[src/rtl/lvds_7to1_rx_align_demap.sv]
`timescale 1ns/1ps
// LVDS 7:1 receive back end: clock-lane word alignment, then VESA/JEIDA demap to RGB888 + HS/VS/DE.
// Latency: word captured at edge n reaches the outputs after edge n+3 (for rotation k, low k bits come from edge n+1).
// Backpressure: none, free-running video; outputs are forced to zero whenever alignment is not locked.
module lvds_7to1_rx_align_demap #(
    parameter int FORMAT     = 0,
    parameter int LOCK_CNT   = 8,
    parameter int UNLOCK_CNT = 4
) (
    input  logic        I_pix_clk,
    input  logic        I_rst,
    input  logic [6:0]  I_clk_word,
    input  logic [6:0]  I_data0,
    input  logic [6:0]  I_data1,
    input  logic [6:0]  I_data2,
    input  logic [6:0]  I_data3,
    output logic [7:0]  O_data_r,
    output logic [7:0]  O_data_g,
    output logic [7:0]  O_data_b,
    output logic        O_hs,
    output logic        O_vs,
    output logic        O_de,
    output logic        O_lock,
    output logic [2:0]  O_slip_pos,
    output logic [15:0] O_err_cnt
);

    localparam logic [6:0] CLK_PATTERN = 7'b1100011;
    localparam logic [3:0] LOCK_N      = 4'(LOCK_CNT);
    localparam logic [3:0] UNLOCK_N    = 4'(UNLOCK_CNT);

    typedef enum logic [1:0] {
        ST_FILL   = 2'd0,
        ST_HUNT   = 2'd1,
        ST_CHECK  = 2'd2,
        ST_LOCKED = 2'd3
    } state_t;

    // Lane 0 is the clock lane, lanes 1..4 are data0..data3.
    logic [4:0][6:0] cur_d, cur_q;
    logic [4:0][6:0] prev_d, prev_q;
    logic [4:0][6:0] aligned;
    logic [13:0]     win_sh;
    logic [6:0]      a0, a1, a2, a3;
    logic            unused_a3_lsb;

    state_t      state_d, state_q;
    logic        fill_d, fill_q;
    logic [2:0]  k_d, k_q;
    logic [2:0]  k_next;
    logic [3:0]  cnt_d, cnt_q;
    logic [3:0]  miss_d, miss_q;
    logic [15:0] err_d, err_q;
    logic        clk_match;

    logic [7:0]  dm_r, dm_g, dm_b;
    logic        dm_hs, dm_vs, dm_de;
    logic [26:0] pix_d, pix_q;
    logic [26:0] out_pix_d, out_pix_q;
    logic        lock_d, lock_q;

    // Shift the newest words into the two-deep window.
    always_comb begin
        cur_d  = {I_data3, I_data2, I_data1, I_data0, I_clk_word};
        prev_d = cur_q;
    end

    // Window registers: cur holds the newest word, prev the one before it.
    always_ff @(posedge I_pix_clk or posedge I_rst) begin
        if (I_rst) begin
            cur_q  <= '0;
            prev_q <= '0;
        end else begin
            cur_q  <= cur_d;
            prev_q <= prev_d;
        end
    end

    // Rotate each {prev,cur} window left by k and keep the top 7 bits; k = 0 yields prev.
    always_comb begin
        aligned = '0;
        win_sh  = '0;
        for (int l = 0; l < 5; l++) begin
            win_sh     = {prev_q[l], cur_q[l]} << k_q;
            aligned[l] = win_sh[13:7];
        end
    end

    assign a0            = aligned[1];
    assign a1            = aligned[2];
    assign a2            = aligned[3];
    assign a3            = aligned[4];
    assign unused_a3_lsb = a3[0];

    assign clk_match = (aligned[0] == CLK_PATTERN);
    assign k_next    = (k_q == 3'd6) ? 3'd0 : k_q + 3'd1;

    // Alignment FSM next state: hunt one rotation per cycle, confirm LOCK_CNT matches, tolerate sparse misses.
    always_comb begin
        state_d = state_q;
        fill_d  = fill_q;
        k_d     = k_q;
        cnt_d   = cnt_q;
        miss_d  = miss_q;
        err_d   = err_q;
        case (state_q)
            ST_FILL: begin
                // The window is not fully populated until two words have been captured.
                fill_d = 1'b1;
                if (fill_q) begin
                    state_d = ST_HUNT;
                end
            end
            ST_HUNT: begin
                if (clk_match) begin
                    state_d = ST_CHECK;
                    cnt_d   = 4'd1;
                end else begin
                    k_d = k_next;
                end
            end
            ST_CHECK: begin
                if (clk_match) begin
                    cnt_d = cnt_q + 4'd1;
                    if (cnt_q + 4'd1 == LOCK_N) begin
                        state_d = ST_LOCKED;
                    end
                end else begin
                    state_d = ST_HUNT;
                    k_d     = k_next;
                    cnt_d   = 4'd0;
                end
            end
            ST_LOCKED: begin
                if (clk_match) begin
                    miss_d = 4'd0;
                end else begin
                    miss_d = miss_q + 4'd1;
                    if (err_q != 16'hFFFF) begin
                        err_d = err_q + 16'd1;
                    end
                    // Drop lock but keep k: a clean stream relocks at the same rotation.
                    if (miss_q + 4'd1 == UNLOCK_N) begin
                        state_d = ST_HUNT;
                        cnt_d   = 4'd0;
                        miss_d  = 4'd0;
                    end
                end
            end
            default: begin
                state_d = ST_FILL;
            end
        endcase
    end

    // Alignment FSM and its counters.
    always_ff @(posedge I_pix_clk or posedge I_rst) begin
        if (I_rst) begin
            state_q <= ST_FILL;
            fill_q  <= 1'b0;
            k_q     <= 3'd0;
            cnt_q   <= 4'd0;
            miss_q  <= 4'd0;
            err_q   <= 16'd0;
        end else begin
            state_q <= state_d;
            fill_q  <= fill_d;
            k_q     <= k_d;
            cnt_q   <= cnt_d;
            miss_q  <= miss_d;
            err_q   <= err_d;
        end
    end

    // Invert the transmitter's lane mapping (bit 6 of each lane is the first serial bit).
    always_comb begin
        dm_r  = '0;
        dm_g  = '0;
        dm_b  = '0;
        dm_hs = a2[2];
        dm_vs = a2[1];
        dm_de = a2[0];
        if (FORMAT == 0) begin
            dm_r = {a3[5], a3[6], a0[1], a0[2], a0[3], a0[4], a0[5], a0[6]};
            dm_g = {a3[3], a3[4], a1[2], a1[3], a1[4], a1[5], a1[6], a0[0]};
            dm_b = {a3[1], a3[2], a2[3], a2[4], a2[5], a2[6], a1[0], a1[1]};
        end else begin
            dm_r = {a0[1], a0[2], a0[3], a0[4], a0[5], a0[6], a3[5], a3[6]};
            dm_g = {a1[2], a1[3], a1[4], a1[5], a1[6], a0[0], a3[3], a3[4]};
            dm_b = {a2[3], a2[4], a2[5], a2[6], a1[0], a1[1], a3[1], a3[2]};
        end
        pix_d = {dm_r, dm_g, dm_b, dm_hs, dm_vs, dm_de};
    end

    // Output stage loads the demapped pixel only while locked, so data and O_lock stay cycle-aligned.
    always_comb begin
        lock_d    = (state_q == ST_LOCKED);
        out_pix_d = lock_d ? pix_q : '0;
    end

    // Demap pipeline register and gated output registers.
    always_ff @(posedge I_pix_clk or posedge I_rst) begin
        if (I_rst) begin
            pix_q     <= '0;
            out_pix_q <= '0;
            lock_q    <= 1'b0;
        end else begin
            pix_q     <= pix_d;
            out_pix_q <= out_pix_d;
            lock_q    <= lock_d;
        end
    end

    assign O_data_r   = out_pix_q[26:19];
    assign O_data_g   = out_pix_q[18:11];
    assign O_data_b   = out_pix_q[10:3];
    assign O_hs       = out_pix_q[2];
    assign O_vs       = out_pix_q[1];
    assign O_de       = out_pix_q[0];
    assign O_lock     = lock_q;
    assign O_slip_pos = k_q;
    assign O_err_cnt  = err_q;

endmodule

[config.mk]
export PLATFORM = sky130hd
export DESIGN_NAME = lvds_7to1_rx_align_demap
export DESIGN_NICKNAME = d
export VERILOG_FILES = /design/src/rtl/lvds_7to1_rx_align_demap.sv
export SDC_FILE = /design/constraint.sdc
export NUM_CORES = 1
export LEC_CHECK = 0
export CAP_MARGIN = 15
export CORE_ASPECT_RATIO = 1.75
export CORE_MARGIN = 5
export CORE_UTILIZATION = 47
export DETAILED_ROUTE_END_ITERATION = 8
export GPL_ROUTABILITY_DRIVEN = 0
export PLACE_DENSITY_LB_ADDON = 0.05
export SLEW_MARGIN = 20
export SYNTH_ARGS = -nofsm -noshare
export SYNTH_HDL_FRONTEND = slang
export SYNTH_SLANG_ARGS = --single-unit
[constraint.sdc]
create_clock -name I_pix_clk -period 5.7 [get_ports I_pix_clk]
set_input_delay 1.14 -clock I_pix_clk [delete_from_list [all_inputs] [get_ports I_pix_clk]]
set_output_delay 1.14 -clock I_pix_clk [all_outputs]
set_load 0.03 [all_outputs]
==> results.md <==
* Status: complete, no violations
* Number of gates resized after CTS at 0
* Global Route Usage Sum at 0.166
* Final Cycle Share at 0.540
* Post-CTS Setup Inserts at 0
* Avg Inst Size Synth at 13.0 µm²
* Critical Path End Type: output pin
* Max Cap Viol at 0
* Synth Register Bits at 155
* DRC Markers at 0
* CP max stage delay at 780 ps
* CTS Hold Buffers Added at 0
* EDFF count, synth at 0
* Pre-antenna DRT Iters at 5
* Reg clk slew, reported paths at 60 ps
* Distinct cell type count after synthesis at 50
* CTS Buf Count at 17
* Final Hold Fails at 0
* Initial Util at 0.476
* First-pass GRT wire length at 21,800 µm
* Final worst path period need at 3080 ps
* Core ar. at 13,800 µm²
* Ant. Diodes at 0
* Final core occ at 0.592
* Startpoint Class: flip-flop
* Final wirelength at 12,800 µm
* Routed vias/inst at 5.30
* Post-Syn Area at 6550 µm²
* Pin count of the biggest net entering global routing at 81
* Worst-path fanout max at 37
* Hpwl dp at 9080 µm
* Via count at 4,125
* ANT nets after route at 0
* Setup TNS at 0 ps
* Nets at 636
* CTS tree: built
* Slowest CP cell: clkdlybuf4s50_1
* WP data arrival at 1940 ps
* Finish-stage setup viols at 0
* Port Buf Inserts at 83
* Syn-to-layout area delta at 24.4%
* Worst hold path type: flip-flop to flip-flop
* Vias in the first global route at 4,457
* Synth area leader: dfrtp_1
* Relative slew slack at 0.461
* Layout cells sized above 1 at 0.168
* Worst-path cell chain: buf_4, clkdlybuf4s50_1
* PD cells at 492 nW/µm²
* Sequential area share after synthesis at 0.592
* Top cells by area, synth: dfrtp_1 59%, mux2_2 7.1%, mux2i_1 4.6%
* Chip Width at 99.2 µm
* Top FF cell, synth: dfrtp_1
* CP required at 4560 ps
* Syn. warnings at 0
* Top-area cell type share of the netlist area at 0.592
* Fillers at 1,116
* Latest clock arrival within the worst-skew pair at 410 ps
* DR WL/cell at 16.5 µm
* RSZ-0062 raised after global routing: no
* Crit-path leading delay family: buffers and inverters
* Worst slew pin tran at 805 ps
* Rows at 57
* CTS root buffer: clkbuf_16
* Buffer levels on the longest clock path at 2
* Initial antenna violation count at 0
* Num Clock Sinks at 155
* Max VDD drop at 217 µV
* Slew Viols, Final at 0
* H-tree Lvls at 4
* Ports at 84
* Gate Count Post-Synth at 505
* FMAX at 325 MHz
* Critical path class: flip-flop to output pin
* Leakage at 3.49 nW
* WP buf/inv at 2
* Async SR Flop Fraction at 1.00
* Global route overflow at 0
* Die Area at 16,500 µm²
* Syn_nets at 552
* Initial DRC Count at 171
* Clock Skew at 9.14 ps
* Die span in y at 166 µm
metal layers:
layer,share of wire,GRT usage,up-vias
met2,0.55,0.292,95
met5,0,0,-
met4,0.026,0.0725,0
met1,0.39,0.193,2056
li1,-,-,1946
met3,0.035,0.0361,28
layout make-up:
cell class	instances	area, µm²	area share
sequential	155	3880	0.476
tap	177	221	0.0272
multi-input combinational	307	2480	0.305
inverter	18	72.6	0.00891
timing repair buffer	90	883	0.108
clock inverter	12	161	0.0198
clock buffer	19	443	0.0544
logic make-up (layout without fill, tap and decap cells):
| family | count (synthesis) | count (layout) | share of synthesized area |
|---|---|---|---|
| xor+xnor | 15 | 15 | 0.0201 |
| compound gates | 57 | 57 | 0.0575 |
| fa+ha+maj | 10 | 10 | 0.0191 |
| buf+inv | 43 | 139 | 0.0283 |
| simple gates | 136 | 136 | 0.112 |
| mux | 89 | 89 | 0.171 |
| flops | 155 | 155 | 0.592 |
synthesized netlist by cell type, types with 2 or more instances:
| cell type | count |
|---|---|
| a21o_1 | 4 |
| mux4_2 | 13 |
| nand3b_1 | 2 |
| mux2_2 | 41 |
| nor2b_1 | 2 |
| nand3_1 | 23 |
| a31oi_1 | 3 |
| nor3_1 | 9 |
| dfrtp_1 | 155 |
| nand2b_1 | 10 |
| mux2i_1 | 30 |
| nor4_1 | 2 |
| mux2_4 | 2 |
| and3_1 | 4 |
| or2_2 | 3 |
| and2_1 | 27 |
| o21ai_0 | 9 |
| nand4_1 | 6 |
| o211ai_1 | 6 |
| clkbuf_1 | 13 |
| buf_2 | 3 |
| ha_1 | 10 |
| inv_1 | 17 |
| a21boi_0 | 2 |
| a21oi_1 | 18 |
| mux2_1 | 3 |
| nor2_1 | 13 |
| buf_1 | 4 |
| xnor2_1 | 15 |
| and3b_1 | 3 |
| o22ai_1 | 6 |
| nor3b_1 | 2 |
| nand2_1 | 26 |
| buf_4 | 3 |
worst paths after layout:
check                           cells after the start           from  slack [ps]       endpoint
worst max-delay path                                2  O_slip_pos[0]        2620  O_slip_pos[0]
worst min register to register                      0      cur_q[28]         350     prev_q[28]
worst max register to register                      6  O_slip_pos[2]        2940       cnt_q[0]
worst min-delay path                                0      cur_q[28]         350     prev_q[28]
min in group asynchronous                           2          I_rst        1200     prev_q[11]
max in group asynchronous                           3          I_rst        3490       pix_q[2]
metrics by stage:
step / setup slack [ps] / instances / total power, mW / hold WS [ps] / area, µm²
3_5_place_dp: 2930 / 747 / 2.90 / 336 / 7540
4_1_cts: 2600 / 778 / 4.06 / 352 / 8150
2_1_floorplan: 382 / 505 / 2.49 / 331 / 6550
3_3_place_gp: 2980 / 747 / 2.87 / 333 / 7540
5_1_grt: 2540 / 778 / 4.24 / 371 / 8150
6_report: 2620 / 778 / 4.00 / 349 / 8150
report_power, final:
group / switching (mW) / internal [mW]
Combinational: 0.764 / 0.649
Clock: 0.434 / 0.703
Sequential: 0.128 / 1.33
Total: 1.33 / 2.68
sequential cells by signal, summed over array words and instances (netlist names):
name        flops
O_err_cnt      16
O_lock          1
O_slip_pos      3
cnt_q           4
cur_q          35
fill_q          1
miss_q          4
out_pix_q      27
pix_q          27
prev_q         35
state_q         2
layout by cell type (no fill, tap or decap), types with 15 or more instances in the layout:
cell type and n:
nand2_1 26, clkbuf_16 17, mux2_2 41, mux2i_1 30, inv_1 16, dfrtp_1 154, nand3_1 23, xnor2_1 15
a21oi_1 18, clkdlybuf4s50_1 83, and2_1 27
Power figures use the tool's default switching activity.
